===== src/rtl/illegal_instruction_exception_unit.sv =====
// Illegal-instruction trap sequencer: absorbs a decode-flagged illegal instruction, stalls decode,
// waits for older work to drain, then raises a cause-2 exception. Latency: detect N -> exception_valid N+2 at best.
// Backpressure: exception held until exception_ack; decode_stall high whenever not IDLE. Optional: ILLEGAL_INSTR_COUNTER_EN.
module illegal_instruction_exception_unit #(
    parameter int ID_W    = 3,
    parameter int TVAL_EN = 1
) (
    input  logic            clk,
    input  logic            rst,
    input  logic            decode_valid,
    input  logic            decode_illegal,
    input  logic [31:0]     decode_instruction,
    input  logic [31:0]     decode_pc,
    input  logic [ID_W-1:0] decode_id,
    output logic            decode_stall,
    input  logic            pipeline_empty,
    input  logic            flush,
    output logic            exception_valid,
    output logic [4:0]      exception_code,
    output logic [31:0]     exception_pc,
    output logic [31:0]     exception_tval,
    output logic [ID_W-1:0] exception_id,
    input  logic            exception_ack,
    output logic [31:0]     illegal_count
);

    typedef enum logic [1:0] {
        IDLE   = 2'd0,
        DRAIN  = 2'd1,
        REPORT = 2'd2
    } state_t;

    state_t          state_q, state_d;
    logic [31:0]     pc_q, pc_d;
    logic [31:0]     tval_q, tval_d;
    logic [ID_W-1:0] id_q, id_d;

    // Next-state and capture: detect in IDLE, wait for drain (flush cancels), hold report until ack.
    always_comb begin
        state_d = state_q;
        pc_d    = pc_q;
        tval_d  = tval_q;
        id_d    = id_q;
        case (state_q)
            IDLE: begin
                if (decode_valid && decode_illegal && !flush) begin
                    pc_d    = decode_pc;
                    tval_d  = (TVAL_EN != 0) ? decode_instruction : 32'h0;
                    id_d    = decode_id;
                    state_d = DRAIN;
                end
            end
            DRAIN: begin
                // flush has priority: an older redirect makes this instruction wrong-path
                if (flush) begin
                    state_d = IDLE;
                end else if (pipeline_empty) begin
                    state_d = REPORT;
                end
            end
            REPORT: begin
                // flush ignored here: the exception is already the oldest instruction
                if (exception_ack) begin
                    state_d = IDLE;
                end
            end
            default: state_d = IDLE;
        endcase
    end

    // State and payload registers with synchronous reset.
    always_ff @(posedge clk) begin
        if (rst) begin
            state_q <= IDLE;
            pc_q    <= '0;
            tval_q  <= '0;
            id_q    <= '0;
        end else begin
            state_q <= state_d;
            pc_q    <= pc_d;
            tval_q  <= tval_d;
            id_q    <= id_d;
        end
    end

    assign decode_stall    = (state_q != IDLE);
    assign exception_valid = (state_q == REPORT);
    assign exception_code  = 5'd2;
    assign exception_pc    = pc_q;
    assign exception_tval  = tval_q;
    assign exception_id    = id_q;

`ifdef ILLEGAL_INSTR_COUNTER_EN
    logic [31:0] count_q, count_d;

    // Count delivered exceptions only; saturate instead of wrapping.
    always_comb begin
        count_d = count_q;
        if ((state_q == REPORT) && exception_ack && (count_q != 32'hFFFF_FFFF)) begin
            count_d = count_q + 32'd1;
        end
    end

    // Counter register with synchronous reset.
    always_ff @(posedge clk) begin
        if (rst) begin
            count_q <= '0;
        end else begin
            count_q <= count_d;
        end
    end

    assign illegal_count = count_q;
`else
    assign illegal_count = 32'h0;
`endif

endmodule


===== config.mk =====
export PLATFORM = sky130hd
export DESIGN_NAME = illegal_instruction_exception_unit
export DESIGN_NICKNAME = d
export VERILOG_FILES = /design/src/rtl/illegal_instruction_exception_unit.sv
export SDC_FILE = /design/constraint.sdc
export NUM_CORES = 1
export LEC_CHECK = 0
export ABC_AREA = 1
export CAP_MARGIN = 10
export CORE_MARGIN = 2
export CORE_UTILIZATION = 35
export DETAILED_ROUTE_END_ITERATION = 10
export GPL_TIMING_DRIVEN = 0
export PLACE_DENSITY = 0.84
export SLEW_MARGIN = 20
export SYNTH_ARGS = -nofsm -noshare
export SYNTH_HDL_FRONTEND = slang
export SYNTH_SLANG_ARGS = --single-unit

===== constraint.sdc =====
create_clock -name clk -period 2.85 [get_ports clk]
set_input_delay 0.7125 -clock clk [delete_from_list [all_inputs] [get_ports clk]]
set_output_delay 0.7125 -clock clk [all_outputs]
set_load 0.02 [all_outputs]

After elaboration in Yosys (flattened, before gate mapping)
Index checks and enable logic that the tools add are counted.

cells by class
  multiply operators = 0
  div/mod/pow operators = 0
  reduce and logical (&&, ||, !) cells = 7
  bitwise operators = 0
  shifts and indexed selects = 0
  add/subtract/negate cells = 0
  mux-type cells = 5
  $lt $le $gt $ge = 0
  equality and inequality tests = 5

operator list
  operator                                                                 number
  2-bit 2-to-1 mux                                                         4
  2-bit one-hot mux with 3 select lines                                    1
  3-bit inequality test, second input constant                             1
  3-bit AND reduction                                                      1
  2-bit by 1-bit equality test with 1-bit output, second input constant    1
  2-bit equality test, second input constant                               1
  1-bit logical AND                                                        2
  2-bit zero test                                                          1
  2-bit by 1-bit inequality test with 1-bit output, second input constant  1
  2-bit inequality test, second input constant                             1
  2-bit AND reduction                                                      1
  2-bit nonzero test                                                       1
  1-bit zero test                                                          1

word-level totals
  memory bits (writable) = 0
  register bits = 69
  output and inout port bits = 106
  logic and storage cells = 21
  bits in latches = 0
  input bits = 74
  memories kept = 0
  memory bits (read-only) = 0

Longest topological paths before layout
Gate-level depths: netlist of the first run.

  depth in word-level cells = 4
  gate-level depth with buffers = 7
  mapped depth without buffers = 5

Worst setup path before layout of the first run
No wires, ideal clock.

  path type = input port to flip-flop
  from = input decode_valid
  to = register pc_q[0], in the netlist exception_pc[0]
  slack = 1.249 ns
  cell stages on the path = 7
  setup time = 0.113 ns
  required time = 2.737 ns
  buffers on the path = 2
  arrival = 1.488 ns
  cell sequence = nand2_1 nor2_1 buf_2 buf_2 nand3_1 nand2_1 nor2_1

on the way
  cells in the longest elaborated chain, start to end = 3

ends and longest elaborated chain
  element                               RTL line  RTL
  start: declaration                    10        input logic decode_valid,
  1-bit logical AND (2 in a row)        46        if (decode_valid && decode_illegal && !flush) begin
  2-bit AND reduction (no source line)  --
  end signal: assignment                80        pc_q <= pc_d;
  end: declaration                      34        logic [31:0] pc_q, pc_d;

No other way between the ends.
A chain may end at the register's enable or synchronous reset.

Worst setup path after layout of the first run
  from = register state_q[1]
  to = output exception_valid

on the way
  cells in the longest elaborated chain, start to end = 1

ends and longest elaborated chain
  element                   RTL line  RTL
  start: declaration        33        state_t state_q, state_d;
  start signal: assignment  79        state_q <= state_d;
  2-bit equality test       87        assign exception_valid = (state_q == REPORT);
  end: declaration          18        output logic exception_valid,

No other way between the ends.

==> flow_summary.html, run 1 <==
<table>
<tr><th>Metric</th><th>Value</th></tr>
<tr><th colspan="2">Status</th></tr>
<tr><td>Run status</td><td>finished, final reports clean</td></tr>
<tr><th colspan="2">STA</th></tr>
<tr><td>RSZ-0062 raised after global routing</td><td>no</td></tr>
<tr><td>Final Max Slew Viols</td><td>0</td></tr>
<tr><td>Fin Setup TNS</td><td>0 ns</td></tr>
<tr><td>Final number of hold-violating endpoints</td><td>0</td></tr>
<tr><td>Period Utilization, post-route</td><td>80.0%</td></tr>
<tr><td>Final setup violation count</td><td>0</td></tr>
<tr><td>Setup Skew</td><td>just under 0.01 ns</td></tr>
<tr><td>Top achievable clock speed</td><td>approximately 440 MHz</td></tr>
<tr><td>Smallest setup slack after layout</td><td>0.571 ns</td></tr>
<tr><td>Final critical path time including I/O delays and setup</td><td>2.28 ns</td></tr>
<tr><th colspan="2">Routing</th></tr>
<tr><td>Average via count per standard cell</td><td>between 4 and 5</td></tr>
<tr><td>DRC viols</td><td>0</td></tr>
<tr><td>ANT nets after route</td><td>0</td></tr>
<tr><td>Final wirelength</td><td>about 9000 um</td></tr>
<tr><td>First drt pass iteration count</td><td>4</td></tr>
<tr><td>Number of DRC markers in iteration 0</td><td>69</td></tr>
<tr><td>Post-DR wirelength/cell</td><td>11.0 um</td></tr>
<tr><td>Count of vias placed by the detailed router</td><td>3378</td></tr>
<tr><th colspan="2">CTS</th></tr>
<tr><td>Clock tree from TritonCTS</td><td>done</td></tr>
<tr><td>Clock buffer count from CTS</td><td>9</td></tr>
<tr><td>Clock tree buffer depth</td><td>2</td></tr>
<tr><td>Clock insertion delay at the later pin of the skew report</td><td>0.33 ns</td></tr>
<tr><td>Buffer count from post-CTS setup fixing</td><td>0</td></tr>
<tr><td>Resized cells post-CTS</td><td>0</td></tr>
<tr><td>CTS HTree Levels</td><td>3</td></tr>
<tr><td>TritonCTS sink count</td><td>69</td></tr>
<tr><td>Count of hold buffers inserted by post-cts repair</td><td>0</td></tr>
<tr><td>Reg clk slew, reported paths</td><td>0.07 ns</td></tr>
<tr><td>CTS Root Buffer Type</td><td>clkbuf_8</td></tr>
<tr><th colspan="2">Global route</th></tr>
<tr><td>Vias in the first global route</td><td>3167</td></tr>
<tr><td>Antenna violations before repair</td><td>0</td></tr>
<tr><td>Total overflow reported by the global router</td><td>0</td></tr>
<tr><td>Largest net degree at the start of global routing</td><td>13</td></tr>
<tr><td>Global-route wire length before repair</td><td>13600 um</td></tr>
<tr><td>Global-route usage over all layers</td><td>between 10% and 20%</td></tr>
<tr><th colspan="2">Die</th></tr>
<tr><td>Initial standard-cell utilization of the core</td><td>35.6%</td></tr>
<tr><td>Horizontal die dimension</td><td>~100 um</td></tr>
<tr><td>Top-Level Pins</td><td>180</td></tr>
<tr><td>Die area</td><td>between 0.01 and 0.015 mm^2</td></tr>
<tr><td>Core Region</td><td>0.00911 mm^2</td></tr>
<tr><td>Core Rows</td><td>35</td></tr>
<tr><td>Die Y-Extent</td><td>approximately 100 um</td></tr>
<tr><th colspan="2">Yosys</th></tr>
<tr><td>Per-instance average area after synthesis</td><td>6.57 um^2</td></tr>
<tr><td>Number of distinct standard cells referenced by the synthesized netlist</td><td>14</td></tr>
<tr><td>Seq cells post-synth</td><td>slightly below 70</td></tr>
<tr><td>Number of warnings printed during yosys synthesis</td><td>0</td></tr>
<tr><td>Cell area after synthesis</td><td>around 0.0032 mm^2</td></tr>
<tr><td>Sequential element share of the synthesized area</td><td>42.6%</td></tr>
<tr><td>Cell count after synthesis</td><td>493</td></tr>
<tr><th colspan="2">Placed design</th></tr>
<tr><td>Placer's final routability congestion estimate</td><td>0.823</td></tr>
<tr><td>Buffers added on ports</td><td>142</td></tr>
<tr><td>Post-DP HPWL</td><td>6790 um</td></tr>
<tr><td>Placement Setup Slack</td><td>approximately 0.34 ns</td></tr>
<tr><th colspan="2">Worst setup path</th></tr>
<tr><td>Slowest Stage Delay on Critical Path</td><td>0.64 ns</td></tr>
<tr><td>Largest delay share family, worst path</td><td>buffers and inverters</td></tr>
<tr><td>Nature of the critical path endpoint</td><td>output port</td></tr>
<tr><td>Data arrival at the endpoint of the critical path</td><td>1.57 ns</td></tr>
<tr><td>Path length in cells of the critical path</td><td>3</td></tr>
<tr><td>Critical Path Fanout Max</td><td>3</td></tr>
<tr><td>Buffers plus inverters on the worst setup path</td><td>2</td></tr>
<tr><td>Cells along the critical path</td><td>inv_1 -&gt; nor2_1 -&gt; clkdlybuf4s50_1</td></tr>
<tr><td>Number of cell instances on the worst register-to-register path</td><td>7</td></tr>
<tr><td>Slowest cell on the critical path</td><td>clkdlybuf4s50_1</td></tr>
<tr><td>Required time worst endpoint</td><td>approximately 2.1 ns</td></tr>
<tr><td>CP Launch Type</td><td>flop</td></tr>
<tr><td>Critical path class</td><td>reg -&gt; out</td></tr>
<tr><th colspan="2">Pwr</th></tr>
<tr><td>Worst voltage drop across the vdd grid</td><td>0.262 mV</td></tr>
<tr><td>Pleak</td><td>2.51 nW</td></tr>
<tr><td>Power density cells</td><td>490 mW/mm^2</td></tr>
<tr><th colspan="2">Final layout</th></tr>
<tr><td>Layout cells sized above 1</td><td>approximately a tenth</td></tr>
<tr><td>Area growth from synthesis to layout</td><td>59.9%</td></tr>
<tr><td>Diodes inserted</td><td>0</td></tr>
<tr><td>Nets@finish</td><td>755</td></tr>
<tr><td>Core utilization of the finished layout</td><td>a little under three fifths</td></tr>
<tr><th colspan="2">Worst hold path</th></tr>
<tr><td>Count of cells along the worst hold path</td><td>2</td></tr>
<tr><td>Path class of the lowest-slack min-delay path</td><td>reg -&gt; reg</td></tr>
<tr><th colspan="2">Job</th></tr>
<tr><td>Max-cap violations</td><td>0</td></tr>
</table>
==> metrics by stage <==
stage	power [mW]	hold slack, ns	std cells	instance area (um^2)
after floorplan	1.35	0.550	528	3370
after global placement	1.57	0.463	781	4930
after detailed placement	1.58	0.472	781	4930
after CTS	2.57	0.486	797	5180
after global routing	2.66	0.502	797	5180
final	2.54	0.483	797	5180
==> per-layer routing <==
metal,global-route usage (%),vias up,routed length (um)
met2,30.2,121,4300
met3,5.01,10,724
met1,18.4,1489,3640
li1,-,1758,-
met5,0,-,0
met4,5.16,0,89
==> cells in the mapped netlist <==
cell	n	share of area, %
nand3_1	72	11
buf_1	7	0.81
a21oi_1	1	0.15
inv_2	1	0.12
dfxtp_1	69	43
buf_4	41	9.5
nor2_4	1	0.35
nand2_1	71	8.2
nor2_1	138	16
clkbuf_1	8	0.93
nor2_2	1	0.19
buf_2	9	1.4
conb_1	2	0.23
inv_1	72	8.3
==> path summary, 6_finish.rpt <==
kind	startpoint	slack [ns]	endpoint
max	state_q[1]$_SDFFE_PP0P_	0.57	exception_valid
min	exception_tval[14]$_SDFFE_PP0P_	0.48	exception_tval[14]$_SDFFE_PP0P_
max reg2reg	state_q[0]$_SDFFE_PP0P_	1.38	exception_pc[4]$_SDFFE_PP0P_
min reg2reg	exception_tval[14]$_SDFFE_PP0P_	0.48	exception_tval[14]$_SDFFE_PP0P_
==> logic make-up (layout without fill, tap and decap cells) <==
| kind of cell | Yosys count | count (layout) | share of synthesized area (%) |
|---|---|---|---|
| flip-flops | 69 | 69 | 42.6 |
| buffers and inverters | 138 | 296 | 21.1 |
| AND/OR/NAND/NOR | 283 | 283 | 35.9 |
| other | 2 | 37 | 0.232 |
| AO/OA/AOI/OAI | 1 | 1 | 0.154 |
==> cell usage in the layout, fill, tap and decap left out <==
master	instances
dfxtp_1	69
clkdlybuf4s50_1	142
a21oi_1	1
inv_1	72
buf_2	9
inv_2	1
clkinvlp_4	2
clkbuf_8	10
clkinv_2	1
nand2_1	71
nor2_2	1
conb_1	37
nor2_4	1
buf_1	7
nand3_1	72
clkbuf_1	8
nor2_1	138
buf_4	41
bufinv_16	3
==> flip-flops by register name, indices dropped and copies added, names as in the netlist <==
| signal | flops |
|---|---|
| exception_pc | 32 |
| exception_tval | 32 |
| exception_id | 3 |
| state_q | 2 |
==> area by class of cell <==
cell class | instances | area (um^2)
Buffer | 65 | 409
Clock buffer | 10 | 138
Clock inverter | 6 | 110
Fill cell | 838 | 3930
Inverter | 73 | 274
Multi-Input combinational cell | 321 | 1310
Sequential cell | 69 | 1380
Tap cell | 111 | 139
Timing Repair Buffer | 142 | 1420
==> where the power goes <==
group	leakage, nW	internal, mW	switching (mW)	total [mW]
clock network	0.119	0.604	0.371	0.975
logic	1.83	0.263	0.260	0.523
registers	0.564	1.01	0.0257	1.04
total	2.51	1.88	0.657	2.54
==> worst register-to-register path, stage by stage (launching register included) <==
cell     delay (ns)
dfxtp_1        0.37
nor2_4         0.24
inv_2          0.07
nor2_2         0.19
buf_4          0.21
buf_4          0.18
nor2_1         0.06
nor2_1         0.11
No activity file was read; power rests on OpenSTA's default activity.
==> run 2, diff against run 1 <==
PLACE_DENSITY = 0.87   (was 0.84)
clock period = 2 ns   (was 2.85 ns; I/O delays follow)
==> run 2 against run 1 <==
Worst hold slack got worse by 0.0031 ns. Global-route usage is 0.22 points higher. Clock skew increased by 0.0010 ns. Highest routed layer unchanged. Die area is the same. Clock power up 16%. Core utilization down 0.52 points. Sequential power is 42% higher. Sequential cell count unchanged. Largest cell class unchanged. Critical path depth fell by 2.
==> flow_summary.html, run 2 (synthesis gave the netlist of run 1 again) <==
<table>
<tr><th>Metric</th><th>Value</th></tr>
<tr><th colspan="2">Status</th></tr>
<tr><td>Run status</td><td>finished, final reports clean</td></tr>
<tr><th colspan="2">STA</th></tr>
<tr><td>Final critical path time including I/O delays and setup</td><td>between 1.5 and 2 ns</td></tr>
<tr><td>Final Max Slew Viols</td><td>0</td></tr>
<tr><td>Period Utilization, post-route</td><td>90.4%</td></tr>
<tr><td>Final setup violation count</td><td>0</td></tr>
<tr><td>Final number of hold-violating endpoints</td><td>0</td></tr>
<tr><td>Setup Skew</td><td>0.0109 ns</td></tr>
<tr><td>RSZ-0062 raised after global routing</td><td>no</td></tr>
<tr><td>Fin Setup TNS</td><td>0 ns</td></tr>
<tr><td>Top achievable clock speed</td><td>approximately 550 MHz</td></tr>
<tr><th colspan="2">Placed design</th></tr>
<tr><td>Placer's final routability congestion estimate</td><td>0.813</td></tr>
<tr><td>Post-DP HPWL</td><td>6400 um</td></tr>
<tr><td>Buffers added on ports</td><td>142</td></tr>
<tr><th colspan="2">Worst hold path</th></tr>
<tr><td>End of the worst hold path</td><td>exception_pc[28]$_SDFFE_PP0P_</td></tr>
<tr><td>Path class of the lowest-slack min-delay path</td><td>reg -&gt; reg</td></tr>
<tr><td>Startpoint of the most critical hold path</td><td>exception_pc[28]$_SDFFE_PP0P_</td></tr>
<tr><td>Count of cells along the worst hold path</td><td>2</td></tr>
<tr><th colspan="2">Global route</th></tr>
<tr><td>Vias in the first global route</td><td>2918</td></tr>
<tr><td>Total overflow reported by the global router</td><td>0</td></tr>
<tr><td>Antenna violations before repair</td><td>0</td></tr>
<tr><td>Largest net degree at the start of global routing</td><td>12</td></tr>
<tr><td>Global-route usage over all layers</td><td>about 17%</td></tr>
<tr><td>Global-route wire length before repair</td><td>13200 um</td></tr>
<tr><th colspan="2">CTS</th></tr>
<tr><td>Clock buffer count from CTS</td><td>9</td></tr>
<tr><td>Clock tree from TritonCTS</td><td>done</td></tr>
<tr><td>Clock insertion delay at the later pin of the skew report</td><td>0.34 ns</td></tr>
<tr><td>Count of hold buffers inserted by post-cts repair</td><td>0</td></tr>
<tr><td>Reg clk slew, reported paths</td><td>0.08 ns</td></tr>
<tr><td>Clock tree buffer depth</td><td>2</td></tr>
<tr><td>TritonCTS sink count</td><td>69</td></tr>
<tr><td>CTS Root Buffer Type</td><td>clkbuf_8</td></tr>
<tr><td>CTS HTree Levels</td><td>3</td></tr>
<tr><th colspan="2">Die</th></tr>
<tr><td>Horizontal die dimension</td><td>about 100 um</td></tr>
<tr><td>Initial standard-cell utilization of the core</td><td>35.6%</td></tr>
<tr><td>Die area</td><td>between 0.01 and 0.015 mm^2</td></tr>
<tr><td>Core Rows</td><td>35</td></tr>
<tr><td>Core Region</td><td>between 0.009 and 0.01 mm^2</td></tr>
<tr><td>Die Y-Extent</td><td>100 um</td></tr>
<tr><td>Top-Level Pins</td><td>180</td></tr>
<tr><th colspan="2">Worst setup path</th></tr>
<tr><td>Slowest Stage Delay on Critical Path</td><td>0.62 ns</td></tr>
<tr><td>Nature of the critical path endpoint</td><td>output port</td></tr>
<tr><td>Buffers plus inverters on the worst setup path</td><td>1</td></tr>
<tr><td>Critical Path Fanout Max</td><td>2</td></tr>
<tr><td>Critical path class</td><td>reg -&gt; out</td></tr>
<tr><td>CP Launch Type</td><td>flop</td></tr>
<tr><td>Minimum setup slack among reg-to-reg paths</td><td>0.50 ns</td></tr>
<tr><td>Slowest cell on the critical path</td><td>clkdlybuf4s50_1</td></tr>
<tr><td>Number of cell instances on the worst register-to-register path</td><td>7</td></tr>
<tr><td>Largest delay share family, worst path</td><td>buffers and inverters</td></tr>
<tr><td>Capture instance of the worst register-to-register path</td><td>exception_pc[10]$_SDFFE_PP0P_</td></tr>
<tr><td>Cells along the critical path</td><td>clkdlybuf4s50_1</td></tr>
<tr><td>Data arrival at the endpoint of the critical path</td><td>1.31 ns</td></tr>
<tr><td>Required time worst endpoint</td><td>roughly 1.5 ns</td></tr>
<tr><td>Launch instance of the worst register-to-register path</td><td>state_q[0]$_SDFFE_PP0P_</td></tr>
<tr><th colspan="2">Final layout</th></tr>
<tr><td>Layout cells sized above 1</td><td>10.0%</td></tr>
<tr><td># fillers</td><td>858</td></tr>
<tr><td>Diodes inserted</td><td>0</td></tr>
<tr><td>Register area</td><td>0.00138 mm^2</td></tr>
<tr><td>Area growth from synthesis to layout</td><td>58.4%</td></tr>
<tr><td>Most common library cell in the layout ignoring fill and taps</td><td>clkdlybuf4s50_1</td></tr>
<tr><td>Nets@finish</td><td>about 760</td></tr>
<tr><td>Leading cell types in the layout, fill and taps excluded</td><td>clkdlybuf4s50_1, nor2_1, inv_1, nand3_1, nand2_1</td></tr>
<tr><td>Multi-input combinational cell area</td><td>0.00131 mm^2</td></tr>
<tr><th colspan="2">Routing</th></tr>
<tr><td>Count of vias placed by the detailed router</td><td>3281</td></tr>
<tr><td>First drt pass iteration count</td><td>7</td></tr>
<tr><td>DRC viols</td><td>0</td></tr>
<tr><td>Post-DR wirelength/cell</td><td>10.6 um</td></tr>
<tr><td>Number of DRC markers in iteration 0</td><td>94</td></tr>
<tr><td>ANT nets after route</td><td>0</td></tr>
<tr><td>Average via count per standard cell</td><td>~4.1</td></tr>
<tr><td>Final wirelength</td><td>8470 um</td></tr>
<tr><th colspan="2">Job</th></tr>
<tr><td>Max-cap violations</td><td>0</td></tr>
<tr><th colspan="2">Pwr</th></tr>
<tr><td>Power density cells</td><td>around 650 mW/mm^2</td></tr>
<tr><td>Pleak</td><td>2.50 nW</td></tr>
<tr><td>Final Power</td><td>about 3.3 mW</td></tr>
<tr><td>Worst voltage drop across the vdd grid</td><td>approximately 0.38 mV</td></tr>
</table>
-- run 2: layer usage --
layer,track usage [%],share of wire [%],up-vias
li1,-,-,1764
met1,18.2,41,1391
met2,29.8,48,113
met3,5.57,8.8,13
met4,7.27,2.2,0
met5,0,0,-
-- run 2: area by class of cell --
cell class                      count  area share [%]
Tap cell                          111            2.71
Sequential cell                    69            26.9
Buffer                             65            7.97
Clock inverter                      4           0.927
Inverter                           73            5.34
Multi-Input combinational cell    321            25.5
Timing Repair Buffer              143            27.8
Clock buffer                       12            2.83
-- run 2: power breakdown --
| part | leakage (nW) | total (mW) | internal [mW] | switching [mW] |
|---|---|---|---|---|
| Combinational | 1.84 | 0.743 | 0.375 | 0.368 |
| Sequential | 0.564 | 1.48 | 1.44 | 0.0332 |
| Clock | 0.0964 | 1.13 | 0.607 | 0.518 |
-- run 2: through the flow --
step / setup WS, ns / utilization, % / std cells / instance area [um^2] / hold WS (ns)
floorplan: 0.611 / - / 528 / 3370 / 0.550
global placement: -0.287 / 54.1 / 781 / 4930 / 0.462
detailed placement: -0.306 / 54.1 / 781 / 4930 / 0.471
CTS: 0.0686 / 56.3 / 798 / 5130 / 0.485
global route: 0.0762 / 56.3 / 798 / 5130 / 0.502
finish: 0.191 / 56.3 / 798 / 5130 / 0.480
-- run 2: how the worst max path moves through the flow --
stage	end	slack [ns]	from	depth (start not counted)
6_report	exception_pc[11]	0.19	exception_pc[11]$_SDFFE_PP0P_	1
5_1_grt	exception_pc[8]$_SDFFE_PP0P_	0.08	decode_valid	8
4_1_cts	exception_tval[29]$_SDFFE_PP0P_	0.07	decode_valid	8
3_5_place_dp	exception_pc[8]$_SDFFE_PP0P_	-0.31	decode_illegal	8
3_3_place_gp	exception_pc[8]$_SDFFE_PP0P_	-0.29	decode_valid	8
2_1_floorplan	exception_pc[0]$_SDFFE_PP0P_	0.61	decode_valid	7
-- run 2: repair_timing --
action,4_1_cts,5_1_grt
setup endpoints to repair,2,20
gates resized for setup,2,1
setup buffers,1,0
pin swaps,1,0
-- run 2: worst reg2reg max path, delay by kind of cell, from the launching register on --
family	cells	cell delay, ns
buffers and inverters	3	0.67
flip-flops	1	0.37
AND/OR/NAND/NOR	4	0.36
==> RTL edit, RTL diff (settings of run 2) <==
The 3 states of `state_t` get a one-hot encoding in 3 bits.
--- a/src/rtl/illegal_instruction_exception_unit.sv
+++ b/src/rtl/illegal_instruction_exception_unit.sv
@@ -25,8 +25,8 @@
 );
 
-    typedef enum logic [1:0] {
-        IDLE   = 2'd0,
-        DRAIN  = 2'd1,
-        REPORT = 2'd2
+    typedef enum logic [2:0] {
+        IDLE   = 3'b001,
+        DRAIN  = 3'b010,
+        REPORT = 3'b100
     } state_t;
 
Check against the original RTL: same outputs for any inputs over 10 cycles, from zero or initial values and one cycle with rst high; not proved beyond that.
==> RTL edit against run 2 <==
- worst setup slack gained 2.1 ps
- area after synthesis shrank 12%
- largest cell class unchanged
- routed wire length shrank 4.9%
- sequential cell count grew 1
- combinational power grew 70%
- core utilization grew 4.8 points
- total power grew 26%
- cell area shrank 7.0%
==> RTL edit: results (changes against run 2) <==
* Outcome: completed
* DR vias/cell at 4.33 (+5.4%)
* Cell area power density at 884 nW/um^2 (+36%)
* Max Root-Sink Buffers at 2 (unchanged)
* Static Leak at 2.14 nW (-14%)
* Cell variety after synth at 20 (+6)
* Pin count of the biggest net entering global routing at 13 (+1)
* Setup Skew at 11.4 ps (+0.560 ps)
* Routability congestion estimate at 0.818 (+0.64%)
* Max VDD drop at 571 uV (+49%)
* FFs w/ async S/R, synth at 0% (unchanged)
* Top cells by area, synth: dfxtp_1 (49%), nor2_1 (16%), buf_4 (9.7%)
* Drt first pass iters at 4 (-3)
* Total track usage at 18.2% (+1.4 points)
* Crit path largest cell delay at 640 ps (+20 ps)
* Compound-gate portion of the synthesized area at 12.3% (+12 points)
* Combinational power at 0.00126 W (+70%)
* Global-route wire length before repair at 12800 microns (-2.9%)
* Fill cell instance count of the final layout at 679 (-21%)
* Synth cell count leaders: nor2_1 (123), dfxtp_1 (70), buf_4 (37), o21ai_0 (37), o21ai_1 (30)
* Final nets at 624 (-17%)
* Vias in the first global route at 2829 (-3.1%)
* Final HPWL DP at 6260 microns (-2.2%)
* P_seq at 0.00166 W (+12%)
* Pre-CTS setup slack at -276 ps (+29.7 ps)
* Synth Instances at 362 (-27%)
* Placed Cells at 641 (-18%)
* Power Internal at 0.00293 W (+21%)
* DRT iter0 DRCs at 31 (-67%)
* Share of layout cells above drive strength 1 at 16.2% (+6.2 points)
* Worst Reg-to-Reg Cells at 8 (+1)
* Drt total wl at 8050 microns (-4.9%)
* Register area share after synthesis at 49.0% (+6.4 points)
* Post-CTS setup buffers at 0 (-1)
* Post-Layout Cell Count at 657 (-18%)
* Critical path's slowest cell: clkdlybuf4s50_1
[RTL edit: cell types whose count changed in the layout (fill, tap and decap cells not counted), sizes merged, moves of 3 or more]
| cell | change |
|---|---|
| inv | -66 |
| nor2 | +3 |
| o21ai | +67 |
| nand3 | -68 |
| nand2 | -64 |
| buf | -9 |
[RTL edit: cell families (layout without fill, tap and decap cells)]
group,Yosys count,after routing
simple gates,156,156
flops,70,70
compound gates,69,69
buf+inv,65,223
other cells,2,37
[RTL edit: cell type report]
cell class | count | area, sq um | area share, %
timing repair buffer | 142 | 1420 | 29.7
sequential | 70 | 1400 | 29.4
multi-input combinational | 262 | 1150 | 24.0
buffer | 58 | 417 | 8.74
clock buffer | 11 | 151 | 3.17
tap | 102 | 128 | 2.68
clock inverter | 5 | 81.3 | 1.71
inverter | 7 | 26.3 | 0.551
[RTL edit: metal layers]
metal | track usage (%) | share of wire (%) | vias up
li1 | - | - | 1447
met1 | 19.7 | 40 | 1259
met2 | 32.2 | 47 | 127
met3 | 6.70 | 11 | 14
met4 | 7.00 | 2.0 | 0
met5 | 0 | 0 | -
[RTL edit: worst paths after layout]
path	from	to	slack (ps)
worst max register to register	state_q[1]	exception_pc[6]	570
worst min-delay path	exception_pc[13]	exception_pc[13]	500
worst min register to register	exception_pc[13]	exception_pc[13]	500
worst max-delay path	exception_pc[26]	exception_pc[26]	190
[RTL edit: worst reg2reg max path, stage by stage, from the launching register on]
cell and delay [ps]:
dfxtp_1 350, inv_1 100, nand3_2 120, nor2_4 220, inv_2 100, buf_6 160
buf_6 160, nor2_2 80, nor2_1 50
[RTL edit: repair_timing]
action                                  CTS  global route
gates cloned                              0             0
endpoints found under the setup margin    2            20
resized for setup                         2             2
